### config.mk
export PLATFORM = sky130hd
export DESIGN_NAME = tl_rom_arbiter
export DESIGN_NICKNAME = d
export VERILOG_FILES = /design/src/rtl/tl_rom_arbiter.sv
export SDC_FILE = /design/constraint.sdc
export NUM_CORES = 1
export LEC_CHECK = 0
export ABC_AREA = 1
export CORE_AREA = 8 8 176 178
export DETAILED_ROUTE_END_ITERATION = 8
export DIE_AREA = 0 0 184 186
export PLACE_DENSITY = 0.53
export SLEW_MARGIN = 20
export SYNTH_ARGS = -nofsm -noshare
export SYNTH_HDL_FRONTEND = slang
export SYNTH_SLANG_ARGS = --single-unit
### constraint.sdc
create_clock -name clk -period 1.37 [get_ports clk]
set_clock_uncertainty 0.05 [all_clocks]
set_input_delay 0.274 -clock clk [delete_from_list [all_inputs] [get_ports clk]]
set_output_delay 0.274 -clock clk [all_outputs]
set_load 0.05 [all_outputs]
### src/rtl/tl_rom_arbiter.sv
`default_nettype none
// tl_rom_arbiter: round-robin arbiter giving two TileLink-UL masters
// one-at-a-time access to a single-ported read ROM.
module tl_rom_arbiter #(
   parameter int ADDR_WIDTH = 64,
   parameter int DATA_WIDTH = 64,
   parameter int SRC_WIDTH  = 4
) (
   input  logic                    clk,
   input  logic                    rst_n,
   // requester 0
   input  logic [2:0]              i_m0_a_opcode,
   input  logic [2:0]              i_m0_a_size,
   input  logic [SRC_WIDTH-1:0]    i_m0_a_source,
   input  logic [ADDR_WIDTH-1:0]   i_m0_a_address,
   input  logic [DATA_WIDTH/8-1:0] i_m0_a_mask,
   input  logic                    i_m0_a_valid,
   output logic                    o_m0_a_ready,
   output logic [2:0]              o_m0_d_opcode,
   output logic [2:0]              o_m0_d_size,
   output logic [DATA_WIDTH-1:0]   o_m0_d_data,
   output logic                    o_m0_d_valid,
   input  logic                    i_m0_d_ready,
   // requester 1
   input  logic [2:0]              i_m1_a_opcode,
   input  logic [2:0]              i_m1_a_size,
   input  logic [SRC_WIDTH-1:0]    i_m1_a_source,
   input  logic [ADDR_WIDTH-1:0]   i_m1_a_address,
   input  logic [DATA_WIDTH/8-1:0] i_m1_a_mask,
   input  logic                    i_m1_a_valid,
   output logic                    o_m1_a_ready,
   output logic [2:0]              o_m1_d_opcode,
   output logic [2:0]              o_m1_d_size,
   output logic [DATA_WIDTH-1:0]   o_m1_d_data,
   output logic                    o_m1_d_valid,
   input  logic                    i_m1_d_ready,
   // downstream ROM
   output logic [2:0]              o_rom_a_opcode,
   output logic [2:0]              o_rom_a_size,
   output logic [SRC_WIDTH-1:0]    o_rom_a_source,
   output logic [ADDR_WIDTH-1:0]   o_rom_a_address,
   output logic [DATA_WIDTH/8-1:0] o_rom_a_mask,
   output logic                    o_rom_a_valid,
   input  logic                    i_rom_a_ready,
   input  logic [2:0]              i_rom_d_opcode,
   input  logic [2:0]              i_rom_d_size,
   input  logic [DATA_WIDTH-1:0]   i_rom_d_data,
   input  logic                    i_rom_d_valid,
   output logic                    o_rom_d_ready
);

   localparam int MASK_WIDTH = DATA_WIDTH / 8;

   typedef enum logic [1:0] {
      S_IDLE = 2'd0,
      S_ACQ  = 2'd1,
      S_RESP = 2'd2
   } state_t;

   state_t                  r_state;
   logic                    r_grant;
   logic                    r_last_grant;
   logic [2:0]              r_opcode;
   logic [2:0]              r_size;
   logic [SRC_WIDTH-1:0]    r_source;
   logic [ADDR_WIDTH-1:0]   r_address;
   logic [MASK_WIDTH-1:0]   r_mask;

   logic w_idle;
   logic w_resp;
   logic w_any;
   logic w_sel;
   logic w_accept;
   logic w_rom_d_ready;

   assign w_idle = (r_state == S_IDLE);
   assign w_resp = (r_state == S_RESP);
   assign w_any  = i_m0_a_valid | i_m1_a_valid;

   // On contention the master that was not served last wins.
   assign w_sel    = (i_m0_a_valid & i_m1_a_valid) ? ~r_last_grant : i_m1_a_valid;
   // rst_n gates acceptance so a_ready is low for the whole reset interval.
   assign w_accept = rst_n & w_idle & w_any;

   assign o_m0_a_ready = w_accept & ~w_sel;
   assign o_m1_a_ready = w_accept &  w_sel;

   assign o_rom_a_valid   = (r_state == S_ACQ);
   assign o_rom_a_opcode  = r_opcode;
   assign o_rom_a_size    = r_size;
   assign o_rom_a_source  = r_source;
   assign o_rom_a_address = r_address;
   assign o_rom_a_mask    = r_mask;

   assign w_rom_d_ready = w_resp & (r_grant ? i_m1_d_ready : i_m0_d_ready);
   assign o_rom_d_ready = w_rom_d_ready;

   assign o_m0_d_valid  = w_resp & ~r_grant & i_rom_d_valid;
   assign o_m1_d_valid  = w_resp &  r_grant & i_rom_d_valid;
   assign o_m0_d_opcode = i_rom_d_opcode;
   assign o_m0_d_size   = i_rom_d_size;
   assign o_m0_d_data   = i_rom_d_data;
   assign o_m1_d_opcode = i_rom_d_opcode;
   assign o_m1_d_size   = i_rom_d_size;
   assign o_m1_d_data   = i_rom_d_data;

   always_ff @(posedge clk or negedge rst_n) begin
      if (!rst_n) begin
         r_state      <= S_IDLE;
         r_grant      <= 1'b0;
         r_last_grant <= 1'b1;
         r_opcode     <= '0;
         r_size       <= '0;
         r_source     <= '0;
         r_address    <= '0;
         r_mask       <= '0;
      end else begin
         case (r_state)
            S_IDLE: begin
               if (w_any) begin
                  r_grant   <= w_sel;
                  r_opcode  <= w_sel ? i_m1_a_opcode  : i_m0_a_opcode;
                  r_size    <= w_sel ? i_m1_a_size    : i_m0_a_size;
                  r_source  <= w_sel ? i_m1_a_source  : i_m0_a_source;
                  r_address <= w_sel ? i_m1_a_address : i_m0_a_address;
                  r_mask    <= w_sel ? i_m1_a_mask    : i_m0_a_mask;
                  r_state   <= S_ACQ;
               end
            end
            S_ACQ: begin
               if (i_rom_a_ready) begin
                  r_state <= S_RESP;
               end
            end
            S_RESP: begin
               if (i_rom_d_valid && w_rom_d_ready) begin
                  r_last_grant <= r_grant;
                  r_state      <= S_IDLE;
               end
            end
            default: r_state <= S_IDLE;
         endcase
      end
   end

endmodule
`default_nettype wire
After elaboration in Yosys (flattened, before gate mapping) --
Cells that the tools add are included.
Cells by class: equal/unequal tests 5, mux-type cells 11, bitwise gates (word level) 14, reduce and logical (&&, ||, !) cells 5
Operators by type and width (number):
- $mux 64 | 1
- $and 1x1->1 | 10
- $mux 8 | 1
- $mux 2 | 3
- $mux 3 | 2
- $ne 2x1->1 const B | 3
- $pmux 2 s3 | 1
- $mux 4 | 1
- $reduce_and 2->1 | 2
- $not 1->1 | 3
- $reduce_and 3->1 | 1
- $eq 2x1->1 const B | 1
- $eq 2x2->1 const B | 1
- $logic_not 2->1 | 1
- $mux 1 | 2
- $logic_and 1x1->1 | 1
- $or 1x1->1 | 1
Word-level totals: flip-flop bits (word level) 86, input port bits 242, output and inout bits 228, word-level logic and storage cells 43

Longest topological paths before layout --
Gate-level depths: netlist of run 1.
depth in word-level cells 5, mapped depth 8, depth with buffers taken out 6

Least setup slack after synthesis of run 1 --
OpenSTA, ideal clock, no wires.
kind register -> output, start register r_last_grant, end output port o_m0_a_ready, data arrival time 1.914 ns, setup slack -0.868 ns, stages on the path, launching flop included 6, buffers on the path 1, path through dfstp_2 nand2_1 nand2_1 buf_2 inv_1 nor3_1
Between the ends: cells in the longest elaborated chain, start to end 4
RTL lines:
- start: declaration | line 62 | logic r_last_grant;
- start signal: assignment | line 137 | r_last_grant <= r_grant;
- $not 1->1 | line 81 | assign w_sel = (i_m0_a_valid & i_m1_a_valid) ? ~r_last_grant : i_m1_a_valid;
- $mux 1 | line 81
- $not 1->1 | line 85 | assign o_m0_a_ready = w_accept & ~w_sel;
- $and 1x1->1 | line 85
- end: declaration | line 18 | output logic o_m0_a_ready,
Every way passes these cells.

Worst setup path in the final report of run 1 --
Same ends and word-level chain as after synthesis.

==> impl_metrics.toml, run 1 <==
[drt]
routed_wl_um = 24600
drt_pass1_iterations = 4
vias = 5416
drtAntennaViolNets = 0
drtIter0Drc = 197
wl_per_cell_um = 18.4
drc = 0
vias_per_cell = 4.05

[die]
core_area_um2 = 28200
die_w_um = 184
chipHeight_um = 186
rows = 62
dieArea_um2 = 34200
start_util_pct = 20.7
io_pins = 470

[layout]
areaGrowthSynthToFinish_pct = 77.4
layout.nets = 1189
regArea_um2 = 2150
layout-drive-gt1-share_pct = 27.9
multi_input_area_um2 = 2570
n_fill_cell = 2909
fin_cells = 1337

[setup_path]
crit_type = "reg2out"
startpoint_type = "register"
reg2reg_depth = 9
path_max_fanout = 4
r2r_slack_ps = -270
r2r_end = "o_rom_a_address[14]"
worst_ep_arrival_time_ps = 1480
worstPathRequired_ps = 1050
r2r-start = "r_state[0]"
cp-end-kind = "output port"

[sta]
fin_setup_tns_ps = -18750
finalCriticalPeriod_ps = 1800
drv_slew = 0
setup_viol = 88
relSlewSlack_pct = 64.4
hold_viol_final = 0
rsz0062_at_grt = "true"
max_freq_ghz = 0.554
worstMarginPinSlew_ps = 535
fin_ws_ps = -434
fin_crit_sh_pct = 132

[cts]
htreeDepth = 3
clk_path_buf_depth = 2
root_buffer = "clkbuf_16"
cts_inserted_buffers = 9
cts.sinks = 86
clk_latency_ps = 340
cts_tree = "yes"
clk_pin_slew_ps = 70

[global_route]
grt_first_pass_wirelength_um = 36400
grt.total_usage_pct = 14.2
grt_antenna_before_repair = 1
grt_pass1_vias = 5906
grt_max_degree = 87
overflow = 0

[yosys]
synthXorXnorAreaFrac_pct = 0
syn-num-nets = 1038
synth_compound_area_share_pct = 0.300
yosys.area_share.simple_pct = 35.0
yosys-mux-area-fraction_pct = 0
synth_fa_ha_area_share_pct = 0
synth_seq_cells = 86
synth_top_family_by_area = "simple AND/OR/NAND/NOR gates"
netlist_area_um2 = 5840
synth_warnings = 0
netlist_instances = 796
syn_avg_cell_area_um2 = 7.34
ys_seq_area_share_pct = 36.9
synth.distinct_cells = 17

[worst_hold_path]
hold_depth = 2
hp-start = "r_last_grant"
hold_path_class = "reg2reg"
holdPathEnd = "r_last_grant"

[power_and_ir_drop]
ir_worst_vdd_mv = 1.11
total_leakage_power_nw = 4.91
power.total_w = 0.0254
p_per_area_nw_per_um2 = 2450

[placement]
io_buffers = 259
place.gp.congestion = 0.743
placed_cells = 1293
hpwl_um = 16200

[outcome]
status = "finished, violations left"
violations = "negative setup slack"

[flow_run]
max_cap_viol_count = 0
## synth_stat cells
master,count,area share [%]
nand2_1,258,17
buf_4,147,19
inv_1,88,5.7
dfrtp_1,85,36
nand3_1,83,7.1
nand3b_1,82,11
buf_2,34,2.9
clkbuf_1,4,0.26
nor2_1,4,0.26
nor3_1,3,0.26
inv_2,2,0.13
a21oi_1,1,0.086
dfstp_2,1,0.45
nand4_1,1,0.11
nor2_2,1,0.11
o21ai_0,1,0.086
o31ai_1,1,0.13
## worst max-delay path by stage
stage | from | to | slack [ps] | cells after the start
3_3_place_gp | i_m0_a_valid | o_rom_a_address[39] | -410 | 8
5_1_grt | r_state[0] | o_m0_a_ready | -520 | 6
4_1_cts | r_state[0] | o_m0_a_ready | -480 | 6
2_1_floorplan | r_last_grant | o_m0_a_ready | -220 | 5
3_5_place_dp | i_m0_a_valid | o_rom_a_address[61] | -430 | 8
6_report | r_last_grant | o_m0_a_ready | -430 | 5
## state kept, by name, summed over array words and instances (netlist names)
| signal | flops |
|---|---|
| o_rom_a_source | 4 |
| o_rom_a_mask | 8 |
| r_grant | 1 |
| r_last_grant | 1 |
| o_rom_a_opcode | 3 |
| r_state | 2 |
| o_rom_a_size | 3 |
| o_rom_a_address | 64 |
## what timing repair did
item,4_1_cts,5_1_grt
gates cloned,14,1
pin swaps,43,9
hold buffers,0,1
gates resized for setup,108,19
endpoints found under the setup margin,87,89
buffers inserted,15,5
hold endpoints to repair,0,22
## cell families (layout without fill, tap and decap cells)
logic type / after synthesis / count (layout)
other: 0 / 1
AO/OA/AOI/OAI: 3 / 3
buffers and inverters: 275 / 431
AND/OR/NAND/NOR: 432 / 432
flip-flops: 86 / 86
## stage by stage
| stage | hold WS [ps] | area (um^2) | setup slack [ps] | util (%) |
|---|---|---|---|---|
| 2_1_floorplan | -71.6 | 5900 | -219 | - |
| 3_3_place_gp | 374 | 9020 | -413 | 31.9 |
| 3_5_place_dp | 384 | 9020 | -435 | 31.9 |
| 4_1_cts | 3.45 | 10300 | -483 | 36.6 |
| 5_1_grt | 473 | 10400 | -517 | 36.7 |
| 6_report | 434 | 10400 | -434 | 36.7 |
## final cells by class
| type | instances | share of cell area (%) |
|---|---|---|
| repair buffers | 325 | 43.6 |
| flip-flops and latches | 86 | 20.8 |
| well taps | 384 | 4.64 |
| diodes | 1 | 0.0242 |
| inverters | 90 | 3.32 |
| clock inverters | 4 | 0.302 |
| clock buffers | 12 | 2.48 |
| multi-input cells | 435 | 24.8 |
## critical path: stages, from the launching register on
cell and delay [ps]:
dfstp_2 560, nand2_4 80, nand2_8 80, inv_4 50, nor3_4 210, buf_12 160
## placed cells by master, fill, tap and decap left out, drive strengths merged
cell / n
nand2: 258
clkdlybuf4s50: 169
buf: 150
inv: 89
dfrtp: 85
nand3: 83
nand3b: 82
clkbuf: 13
nor2: 5
bufbuf: 4
nor3: 3
clkinvlp: 3
clkinv: 2
diode: 1
a21oi: 1
o31ai: 1
o21ai: 1
nand4: 1
dlygate4sd3: 1
dfstp: 1
## routing by layer
layer	vias to the layer above	GRT usage, %	part of all wire [%]
li1	2614	-	-
met1	2502	14.8	36
met2	204	24.9	51
met3	96	4.86	7.8
met4	0	7.52	5.1
met5	-	0	0
## where the power goes
group | internal, W | switching, W | total, W
registers | 0.00385 | 0.00141 | 0.00527
clock network | 0.00134 | 0.00115 | 0.00249
logic | 0.00863 | 0.00899 | 0.0176
total | 0.0138 | 0.0116 | 0.0254
Power figures use the tool's default switching activity.
==> run 2, diff against run 1 <==
==> constraint.sdc (replaced) <==
create_clock -name clk -period 1.37 [get_ports clk]
set_clock_uncertainty 0.05 [all_clocks]
set_input_delay 0.3425 -clock clk [delete_from_list [all_inputs] [get_ports clk]]
set_output_delay 0.3425 -clock clk [all_outputs]
set_load 0.05 [all_outputs]
==> run 2 against run 1 <==
The flow still finishes with violations (negative setup slack). Via count down 0.50%. Combinational power about the same. Die area unchanged. Maximum frequency down 3.1%. Critical path type unchanged. Largest cell class unchanged.
==> impl_metrics.toml, run 2 (same netlist as run 1, synthesis figures left out) <==
[global_route]
grt.total_usage_pct = 13.8
grt_first_pass_wirelength_um = 35400
grt_antenna_before_repair = 1
grt_max_degree = 87
overflow = 0
grt_pass1_vias = 5709

[setup_path]
startpoint_type = "register"
worst_ep_arrival_time_ps = 1470
path_max_fanout = 2
r2r_slack_ps = -350
worstPathRequired_ps = 980
reg2reg_depth = 11
r2r_end = "o_rom_a_address[26]"
r2r-start = "r_state[0]"
cp-end-kind = "output port"
crit_type = "reg2out"
critPathLaunch = "r_last_grant"

[drt]
drt_pass1_iterations = 4
routed_wl_um = 24100
wl_per_cell_um = 18.2
drtIter0Drc = 177
drc = 0
drtAntennaViolNets = 0
vias_per_cell = 4.06
vias = 5389

[flow_run]
max_cap_viol_count = 0

[cts]
cts_tree = "yes"
cts_inserted_buffers = 9
clk_path_buf_depth = 2
clk_latency_ps = 340
root_buffer = "clkbuf_16"
htreeDepth = 3
cts.sinks = 86
clk_pin_slew_ps = 70

[layout]
mostFrequentLayoutCells = "clkdlybuf4s50_1, nand2_1, buf_12"
layout-drive-gt1-share_pct = 35.5
n_fill_cell = 2904
largest_register_ffs = 64
fin_cells = 1327
layout.nets = 1179
final_area_um2 = 10300
utilization_pct = 36.6
areaGrowthSynthToFinish_pct = 76.9
final_common_cell = "clkdlybuf4s50_1"

[die]
chipHeight_um = 186
rows = 62
start_util_pct = 20.7
io_pins = 470
dieArea_um2 = 34200
core_area_um2 = 28200
die_w_um = 184

[sta]
setup_viol = 89
fin_crit_sh_pct = 136
drv_slew = 0
finalCriticalPeriod_ps = 1860
relSlewSlack_pct = 66.7
worstMarginPinSlew_ps = 500
fin_ws_ps = -493
max_freq_ghz = 0.537
hold_viol_final = 0
rsz0062_at_grt = "true"

[power_and_ir_drop]
ir_worst_vdd_mv = 1.14
p_int_w = 0.0141
swShare_pct = 46.3
seqPwrFrac_pct = 21.9
combPwrFrac_pct = 67.6
total_leakage_power_nw = 4.84
clkPwrFrac_pct = 10.5
power.total_w = 0.0262
p_per_area_nw_per_um2 = 2530
power.switching_w = 0.0121

[placement]
hpwl_um = 16200
placed_cells = 1279
place.gp.congestion = 0.732
place_area_um2 = 8800
pre_cts_slack_ps = -630
io_buffers = 259

[outcome]
status = "finished, violations left"
violations = "negative setup slack"

[worst_hold_path]
hold_path_class = "in2async"
run 2: final cells by class:
type	count	area (um^2)	area share [%]
multi-input combinational	435	2670	25.8
inverter	90	345	3.34
sequential	86	2200	21.3
clock buffer	11	233	2.25
antenna	1	2.50	0.0242
tap	384	480	4.65
clock inverter	5	83.8	0.811
timing repair buffer	315	4320	41.8
run 2: stage by stage:
stage	hold slack [ps]	setup TNS, ps
after detailed placement	403	-50000
after floorplan	-3.09	-801
after global placement	392	-47670
final	2.95	-24580
after CTS	16.7	-30340
after global routing	41.3	-31480
run 2: routing by layer:
| layer | global-route usage (%) | routed length [um] | up-vias |
|---|---|---|---|
| li1 | - | - | 2589 |
| met1 | 14.9 | 8760 | 2500 |
| met2 | 23.7 | 12100 | 204 |
| met3 | 4.02 | 1960 | 96 |
| met4 | 8.55 | 1290 | 0 |
| met5 | 0 | 0 | - |
run 2: what timing repair did:
item | 4_1_cts | 5_1_grt
pin swaps | 3 | 73
hold buffers | 0 | 0
cloned | 15 | 0
setup buffers | 13 | 14
gates resized for setup | 68 | 196
endpoints found under the setup margin | 90 | 94
run 2: power by group through the flow:
stage	clock network (W)	registers, W	logic (W)
detailed placement	0	0.00526	0.0146
finish	0.00275	0.00574	0.0177
global route	0.00294	0.00594	0.0187
CTS	0.00287	0.00529	0.0171
global placement	0	0.00526	0.0145
floorplan	0	0.00879	0.00430
run 2: how the worst max path moves through the flow:
stage	endpoint	slack, ps
after CTS	o_m0_a_ready	-510
after floorplan	o_m0_a_ready	-290
after detailed placement	o_rom_a_address[42]	-630
after global routing	o_m0_a_ready	-550
final	o_m0_a_ready	-490
after global placement	o_rom_a_address[25]	-580
run 2: critical path, cell delays in order (launching register included):
cell and delay [ps]:
dfstp_2 570, nand2_4 70, nand2_4 80, inv_4 40
nor3_4 200, buf_12 160
